$ cat config.mk
export PLATFORM = sky130hd
export DESIGN_NAME = pulse_output
export DESIGN_NICKNAME = d
export VERILOG_FILES = /design/src/rtl/pulse_output.sv
export SDC_FILE = /design/constraint.sdc
export NUM_CORES = 1
export LEC_CHECK = 0
export BUFFER_PORTS_ARGS = -buffer_cell sky130_fd_sc_hd__buf_2
export CORE_MARGIN = 2
export CORE_UTILIZATION = 25
export DETAILED_ROUTE_END_ITERATION = 8
export MAX_ROUTING_LAYER = met4
export PLACE_DENSITY_LB_ADDON = 0.1
export SETUP_SLACK_MARGIN = 0.1
export SYNTH_ARGS = -nofsm -noshare
export SYNTH_HDL_FRONTEND = slang
export SYNTH_SLANG_ARGS = --single-unit
$ cat constraint.sdc
create_clock -name clk -period 3.1 [get_ports clk]
set_input_delay 0.93 -clock clk [delete_from_list [all_inputs] [get_ports clk]]
set_output_delay 0.93 -clock clk [all_outputs]
set_load 0.03 [all_outputs]
$ cat src/rtl/pulse_output.sv
// Stretches one-cycle events into timed ON/OFF pulses; surplus events queue up.
// Build option: PULSE_OUTPUT_RETRIGGER_EN makes ON-state triggers extend the pulse.
module pulse_output #(
  parameter int ON_CYCLES   = 4,
  parameter int OFF_CYCLES  = 2,
  parameter int QUEUE_DEPTH = 3,
  localparam int PW = $clog2(QUEUE_DEPTH + 1)
) (
  input  logic          clk,
  input  logic          rst,
  input  logic          trigger,
  output logic          out_level,
  output logic          busy,
  output logic [PW-1:0] pending,
  output logic          overflow
);

  localparam int MAXC = (ON_CYCLES > OFF_CYCLES) ? ON_CYCLES : OFF_CYCLES;
  localparam int TW   = $clog2(MAXC + 1);

  localparam logic [TW-1:0] ON_LOAD  = TW'(ON_CYCLES - 1);
  localparam logic [TW-1:0] OFF_LOAD = TW'(OFF_CYCLES - 1);
  localparam logic [PW-1:0] QMAX     = PW'(QUEUE_DEPTH);

  localparam logic [1:0] S_IDLE = 2'd0;
  localparam logic [1:0] S_ON   = 2'd1;
  localparam logic [1:0] S_OFF  = 2'd2;

  logic [1:0]    state, state_n;
  logic [TW-1:0] timer, timer_n;
  logic [PW-1:0] pend_n;
  logic          ovf_n;
  logic          last_off;
  logic          q_push;

  always_comb begin
    state_n  = state;
    timer_n  = timer;
    pend_n   = pending;
    ovf_n    = overflow;
    last_off = (state == S_OFF) && (timer == '0);
`ifdef PULSE_OUTPUT_RETRIGGER_EN
    q_push   = trigger && (state == S_OFF) && !last_off;
`else
    q_push   = trigger && (state != S_IDLE) && !last_off;
`endif

    if (q_push) begin
      if (pending == QMAX) ovf_n = 1'b1;
      else                 pend_n = pending + 1'b1;
    end

    unique case (state)
      S_IDLE: begin
        if (trigger) begin
          state_n = S_ON;
          timer_n = ON_LOAD;
        end
      end
      S_ON: begin
`ifdef PULSE_OUTPUT_RETRIGGER_EN
        if (trigger) begin
          timer_n = ON_LOAD;
        end else
`endif
        if (timer == '0) begin
          state_n = S_OFF;
          timer_n = OFF_LOAD;
        end else begin
          timer_n = timer - 1'b1;
        end
      end
      S_OFF: begin
        if (timer != '0) begin
          timer_n = timer - 1'b1;
        end else if (trigger || pending != '0) begin
          // a same-edge trigger replaces the dequeued event
          state_n = S_ON;
          timer_n = ON_LOAD;
          if (!trigger) pend_n = pending - 1'b1;
        end else begin
          state_n = S_IDLE;
          timer_n = '0;
        end
      end
      default: begin
        state_n = S_IDLE;
        timer_n = '0;
      end
    endcase
  end

  always_ff @(posedge clk or posedge rst) begin
    if (rst) begin
      state     <= S_IDLE;
      timer     <= '0;
      pending   <= '0;
      overflow  <= 1'b0;
      out_level <= 1'b0;
      busy      <= 1'b0;
    end else begin
      state     <= state_n;
      timer     <= timer_n;
      pending   <= pend_n;
      overflow  <= ovf_n;
      out_level <= (state_n == S_ON);
      busy      <= (state_n != S_IDLE);
    end
  end

endmodule

==> summary.md, run 1 <==
| Metric | Value |
|---|---|
| Status | `completed` |
| GRT Resource Usage Total | `9.69%` |
| Syn Inst Count | `60` |
| Inserted Clock Buffers | `3` |
| First-pass GRT wire length | `1910 um` |
| I/O Buffers | `7` |
| Cell Rows | `17` |
| Area Growth Syn to Fin | `16.1%` |
| Clock root cell | `clkbuf_4` |
| Gpl congestion | `~0.74` |
| Max_cap viols | `0` |
| Most frequent cells in the layout | `dfrtp_1, inv_1, buf_2` |
| Hold_buf cts | `0` |
| Slew of the pin with the lowest slew margin | `just under 0.4 ns` |
| Final nets | `around 80` |
| Drt wl/cell | `around 11 um` |
| DR pass1 iterations | `4` |
| CTS max path bufs | `2` |
| Total Neg Setup Slack | `0 ns` |
| Largest net degree at the start of global routing | `13` |
| Leakage power figure | `about 0.35 nW` |
| Critical path class | `register to primary output` |
| Layout cells sized above 1 | `about 25%` |
| Clk_lat worst skew | `between 0.2 and 0.3 ns` |
| Effective utilization at floorplan | `about 27%` |
| Min cycle time layout | `about 1.9 ns` |
| Area share of the largest cell type after synthesis | `41.2%` |
| # diodes | `0` |
| Most common cell after layout, fill and taps aside | `dfrtp_1` |
| Via count | `~460` |
| Post-CTS setup buffers | `0` |
| Syn. warnings | `0` |
| CTS tree | `yes` |
| Register area share after synthesis | `41.2%` |
| Final setup fails | `0` |
| Total wire length | `1100 um` |
| Fin. Hold Viols | `0` |
| Non-filler cells, final | `97` |
| DP HPWL | `between 800 and 900 um` |
| Library cells used by synthesis | `26` |
| IR drop worst, VDD | `around 0.31 mV` |
| Largest stage delay, worst path | `0.45 ns` |
| Residual DRC | `0` |
| Placed cell count | `just over 90` |
| Final Max Slew Viols | `0` |
| Die outline area | `0.00284 sq mm` |
| DRT antenna net count | `0` |
| CORE AREA | `0.00225 sq mm` |
| Seq cells post-synth | `10` |
| Worst EP arrival | `0.95 ns` |
| Die Wd | `53.3 um` |
| Post-Syn Area | `approximately 610 sq um` |
| Period utilization | `60.6%` |
| CP max stage cell | `dfrtp_1` |
| Clock transition at path regs | `about 0.07 ns` |
| Detailed Route Iter0 Violations | `6` |
| RSZ-0062 raised after global routing | `no` |
| R2r setup slk | `1.34 ns` |
| Hold Crit Class | `register to register` |
| Largest cells by area after synthesis | `dfrtp_1, ha_1, mux2i_1, inv_1, nand2b_1` |
| Clk_skew | `0.000336 ns` |
| Max-Slew Margin vs Limit | `74.4%` |
| Pwr/cell area | `966 mW/mm^2` |
| Synth area leader | `dfrtp_1` |
| Drt via density | `4.73` |
| Total grt overflow | `0` |
| Worst Setup Start Kind | `register` |
| Buf+Inv Stages, Crit Path | `1` |
| Vias in the first global route | `~420` |
| Critical Path RT | `2.17 ns` |
| Worst path top cell family by delay | `flip-flops` |
| # IOs | `8` |
| Synthesized area per cell | `just over 10 sq um` |
| Syn nets | `slightly below 70` |
| CP max FO | `6` |
| Initial antenna violation count | `0` |
| Setup crit end kind | `primary output` |
| Fmax | `~0.53 GHz` |
| Die height | `about 53 um` |
| H-tree depth | `1` |
| Critical-path cell list | `buf_2` |
| # clock sinks | `10` |
| Resized cells post-CTS | `0` |
==> metal layers <==
metal / GRT usage [%] / routed length [um] / share of wire, %
met5: - / 0 / 0
met4: 5.13 / 13 / 1.2
met3: 2.54 / 62 / 5.6
met2: 14.6 / 515 / 47
met1: 11.8 / 506 / 46
==> cells in the mapped netlist, drive strengths merged <==
cell,n
buf,1
a2bb2oi,2
a21oi,3
clkbuf,1
dfrtp,10
nor2,4
a222oi,1
or3b,1
nand2b,4
nor3,1
o21bai,1
mux2,1
a31o,1
a21boi,1
ha,5
o21ai,2
nand3,2
inv,8
nand2,1
and2b,1
o211ai,1
o22ai,2
o31ai,1
mux2i,4
or4,1
==> cell type report <==
type | instances | area, sq um
fillers | 248 | 1550
inverters | 8 | 30.0
well taps | 28 | 35.0
flip-flops and latches | 10 | 250
multi-input cells | 40 | 318
clock buffers | 4 | 36.3
repair buffers | 7 | 35.0
==> sequential cells by signal (all words and copies together) (netlist names) <==
register and count:
state 2, busy 1, timer 3, pending 2, overflow 1, out_level 1
==> final timing paths <==
| check | from | endpoint | depth (start not counted) |
|---|---|---|---|
| min in group asynchronous | rst | busy | 2 |
| max in group asynchronous | rst | state[1] | 2 |
| setup / recovery | pending[0] | pending[0] | 1 |
| hold reg to reg | overflow | overflow | 1 |
| hold / removal | overflow | overflow | 1 |
| setup reg to reg | timer[0] | pending[1] | 6 |
==> kinds of logic after synthesis <==
group                      Yosys count  synth area share, %
AOI/OAI and AO/OA                   15                 17.9
and+or+nand+nor                     15                 15.7
buffers and inverters               10                 6.39
DFF                                 10                 41.2
muxes                                5                 8.45
adders and majority gates            5                 10.3
==> power breakdown <==
group / switching, mW / total (mW) / internal (mW) / leakage, nW
registers: 0.0651 / 0.247 / 0.182 / 0.111
clock network: 0.0456 / 0.117 / 0.0712 / 0.0210
logic: 0.172 / 0.317 / 0.145 / 0.218
==> through the flow <==
step,util [%],worst slack [ns],power (mW),area [sq um],hold slack [ns]
3_3_place_gp,29.6,1.08,0.571,668,0.465
6_report,31.2,1.22,0.681,704,0.471
4_1_cts,31.2,1.21,0.687,704,0.483
2_1_floorplan,-,1.24,0.503,607,0.474
3_5_place_dp,29.6,1.07,0.565,668,0.463
5_1_grt,31.2,1.17,0.745,704,0.505
No activity file was read; power rests on OpenSTA's default activity.
==> inputs of run 2 (changes only) <==
- ABC_AREA: unset -> 1
- clock period: 3.1 -> 1.9 ns (I/O delays scaled with it)
==> summary.md, run 2 <==
| Metric | Value |
|---|---|
| Status | `completed (unchanged)` |
| Die outline area | `0.00276 sq mm (was 0.00284 sq mm)` |
| Worst Setup Start Kind | `register (unchanged)` |
| Most common cell after layout, fill and taps aside | `nand2_1 (was dfrtp_1)` |
| Max reg flops | `3 (unchanged)` |
| Inserted Clock Buffers | `3 (unchanged)` |
| Die height | `52.5 um (was 53.3 um)` |
| Critical path class | `register to primary output (unchanged)` |
| Buf+Inv Stages, Crit Path | `1 (unchanged)` |
| Clock root cell | `clkbuf_4 (unchanged)` |
| Top Registers | `timer (3), pending (2), state (2) (unchanged)` |
| Largest net degree at the start of global routing | `11 (was 13)` |
| Effective utilization at floorplan | `26.6% (was 26.9%)` |
| Pwr/cell area | `1660 mW/mm^2 (was 966 mW/mm^2)` |
| Resized cells post-CTS | `0 (unchanged)` |
| Synth area leader | `dfrtp_1 (unchanged)` |
| Max_cap viols | `0 (unchanged)` |
| Area share of the largest cell type after synthesis | `42.6% (was 41.2%)` |
| Final setup fails | `0 (unchanged)` |
| Max-Slew Margin vs Limit | `74.1% (was 74.4%)` |
| FF/Latch Area | `250 sq um (unchanged)` |
| Clk_skew | `0.000902 ns (was 0.000336 ns)` |
| Worst Setup SP | `pending[0] (unchanged)` |
| H-tree depth | `1 (unchanged)` |
| CP max FO | `6 (unchanged)` |
| Biggest register | `timer (unchanged)` |
| Seq cells post-synth | `10 (unchanged)` |
| Synth top cells by count | `nand2_1, dfrtp_1, inv_1, nor2_1, nand3_1 (was dfrtp_1, inv_1, ha_1, mux2i_1, nor2_1)` |
| IR drop worst, VDD | `0.654 mV (was 0.311 mV)` |
| Synthesized area per cell | `7.95 sq um (was 10.1 sq um)` |
| Min Hold Slack | `0.274 ns (was 0.471 ns)` |
| CTS tree | `yes (unchanged)` |
| Most frequent cells in the layout | `nand2_1, dfrtp_1, inv_1, nor2_1 (was dfrtp_1, inv_1, buf_2)` |
| Syn Inst Count | `74 (was 60)` |
| DP HPWL | `902 um (was 842 um)` |
| Final Max Slew Viols | `0 (unchanged)` |
| Critical-path cell list | `buf_2 (unchanged)` |
| CP max stage cell | `dfrtp_1 (unchanged)` |
| Drt wl/cell | `9.63 um (was 11.3 um)` |
| Fmax | `about 0.66 GHz` |
| Largest stage delay, worst path | `0.44 ns (was 0.45 ns)` |
| Total Neg Setup Slack | `0 ns (unchanged)` |
| Setup crit end kind | `primary output (unchanged)` |
| Total grt overflow | `0 (unchanged)` |
| Residual DRC | `0 (unchanged)` |
| Filler Cell Count | `257 (was 248)` |
| Multi-input gate area | `293 sq um (was 318 sq um)` |
| EDFF count, synth | `0 (unchanged)` |
| Most common cell in the netlist | `nand2_1 (was dfrtp_1)` |
| DR pass1 iterations | `4 (unchanged)` |
| Area Growth Syn to Fin | `18.1% (was 16.1%)` |
| CTS max path bufs | `2 (unchanged)` |
| Min cycle time layout | `1.51 ns` |
| RSZ-0062 raised after global routing | `no (unchanged)` |
| Layout cells sized above 1 | `27.1% (was 24.6%)` |
| Slew of the pin with the lowest slew margin | `0.389 ns (was 0.384 ns)` |
| Reg2reg start | `timer[0] (unchanged)` |
| Period utilization | `between 70% and 80%` |
| # IOs | `8 (unchanged)` |
| Gpl congestion | `0.739 (was 0.736)` |
| Leakage power figure | `0.343 nW (was 0.350 nW)` |
| Drt via density | `4.23 (was 4.73)` |
| Worst EP arrival | `0.94 ns (was 0.95 ns)` |
| Syn nets | `82 (was 68)` |
| Syn. warnings | `0 (unchanged)` |
| DRT antenna net count | `0 (unchanged)` |
| # diodes | `0 (unchanged)` |
| Cell Rows | `17 (unchanged)` |
| Largest cells by area after synthesis | `dfrtp_1, ha_1, nand2_1, nand3_1, inv_1 (was dfrtp_1, ha_1, mux2i_1, inv_1, nand2b_1)` |
| CORE AREA | `0.00221 sq mm (was 0.00225 sq mm)` |
| Via count | `478 (was 459)` |
| Post-CTS setup buffers | `0 (unchanged)` |
| Hold_buf cts | `0 (unchanged)` |
| Critical Path RT | `1.33 ns (was 2.17 ns)` |
| R2r setup slk | `0.50 ns (was 1.34 ns)` |
| Ys flop type | `dfrtp_1 (unchanged)` |
| Asr flop ratio synth | `100% (unchanged)` |
| Clk_lat worst skew | `0.26 ns (about the same)` |
| Vias in the first global route | `441 (was 422)` |
| GRT Resource Usage Total | `10.9% (was 9.69%)` |
| Clock transition at path regs | `0.07 ns (about the same)` |
| Die Wd | `52.5 um (was 53.3 um)` |
| Post-Route Utilization | `31.4% (was 31.2%)` |
| # clock sinks | `10 (unchanged)` |
| I/O Buffers | `7 (unchanged)` |
| Detailed Route Iter0 Violations | `5 (was 6)` |
| Register area share after synthesis | `42.6% (was 41.2%)` |
| First-pass GRT wire length | `2020 um (was 1910 um)` |
| Worst path top cell family by delay | `flip-flops (unchanged)` |
| Initial antenna violation count | `0 (unchanged)` |
| Library cells used by synthesis | `17 (was 26)` |
| Final nets | `94 (was 78)` |
| Post-Syn Area | `588 sq um (was 607 sq um)` |
| Fin. Hold Viols | `0 (unchanged)` |
| Hold Crit Class | `primary input to async pin (was register to register)` |
| Total wire length | `1090 um (was 1100 um)` |
-- run 2: per-layer routing --
| metal | GRT usage, % | part of all wire [%] | wire (um) | vias up |
|---|---|---|---|---|
| li1 | - | - | - | 254 |
| met1 | 12.1 | 50 | 544 | 219 |
| met4 | 7.69 | 1.2 | 13 | 0 |
| met2 | 16.5 | 46 | 504 | 3 |
| met3 | 3.43 | 2.3 | 25 | 2 |
| met5 | - | 0 | 0 | - |
-- run 2: cell families after synthesis --
logic type / after synthesis / synth area share, %
DFF: 10 / 42.6
xor gates and xnor gates: 1 / 1.49
adders and majority gates: 5 / 10.6
buffers and inverters: 12 / 7.66
AOI/OAI and AO/OA: 7 / 7.23
and+or+nand+nor: 39 / 30.4
-- run 2: area by class of cell --
class / count / share of cell area, %
multi-input cells: 52 / 42.2
inverters: 12 / 6.49
repair buffers: 7 / 5.05
flip-flops and latches: 10 / 36.0
clock buffers: 4 / 5.23
well taps: 28 / 5.05
-- run 2: metrics by stage --
step	setup WS, ns	area [sq um]	std cells	power [mW]
after floorplan	0.586	588	74	0.841
after global placement	0.503	658	109	0.980
after detailed placement	0.483	658	109	0.976
after CTS	0.362	694	113	1.18
after global routing	0.296	694	113	1.28
final	0.389	694	113	1.15
-- run 2: final timing paths --
path | end | cells after the start
min in group clk | overflow | 1
setup reg to reg | pending[1] | 9
hold / removal | timer[1] | 2
hold reg to reg | overflow | 1
max in group asynchronous | pending[0] | 2
setup / recovery | pending[0] | 1
-- run 2: report_power, final --
group	internal (mW)	switching, mW	leakage [nW]	total, mW
registers	0.307	0.0836	0.112	0.391
logic	0.203	0.369	0.209	0.572
clock network	0.116	0.0739	0.0210	0.190
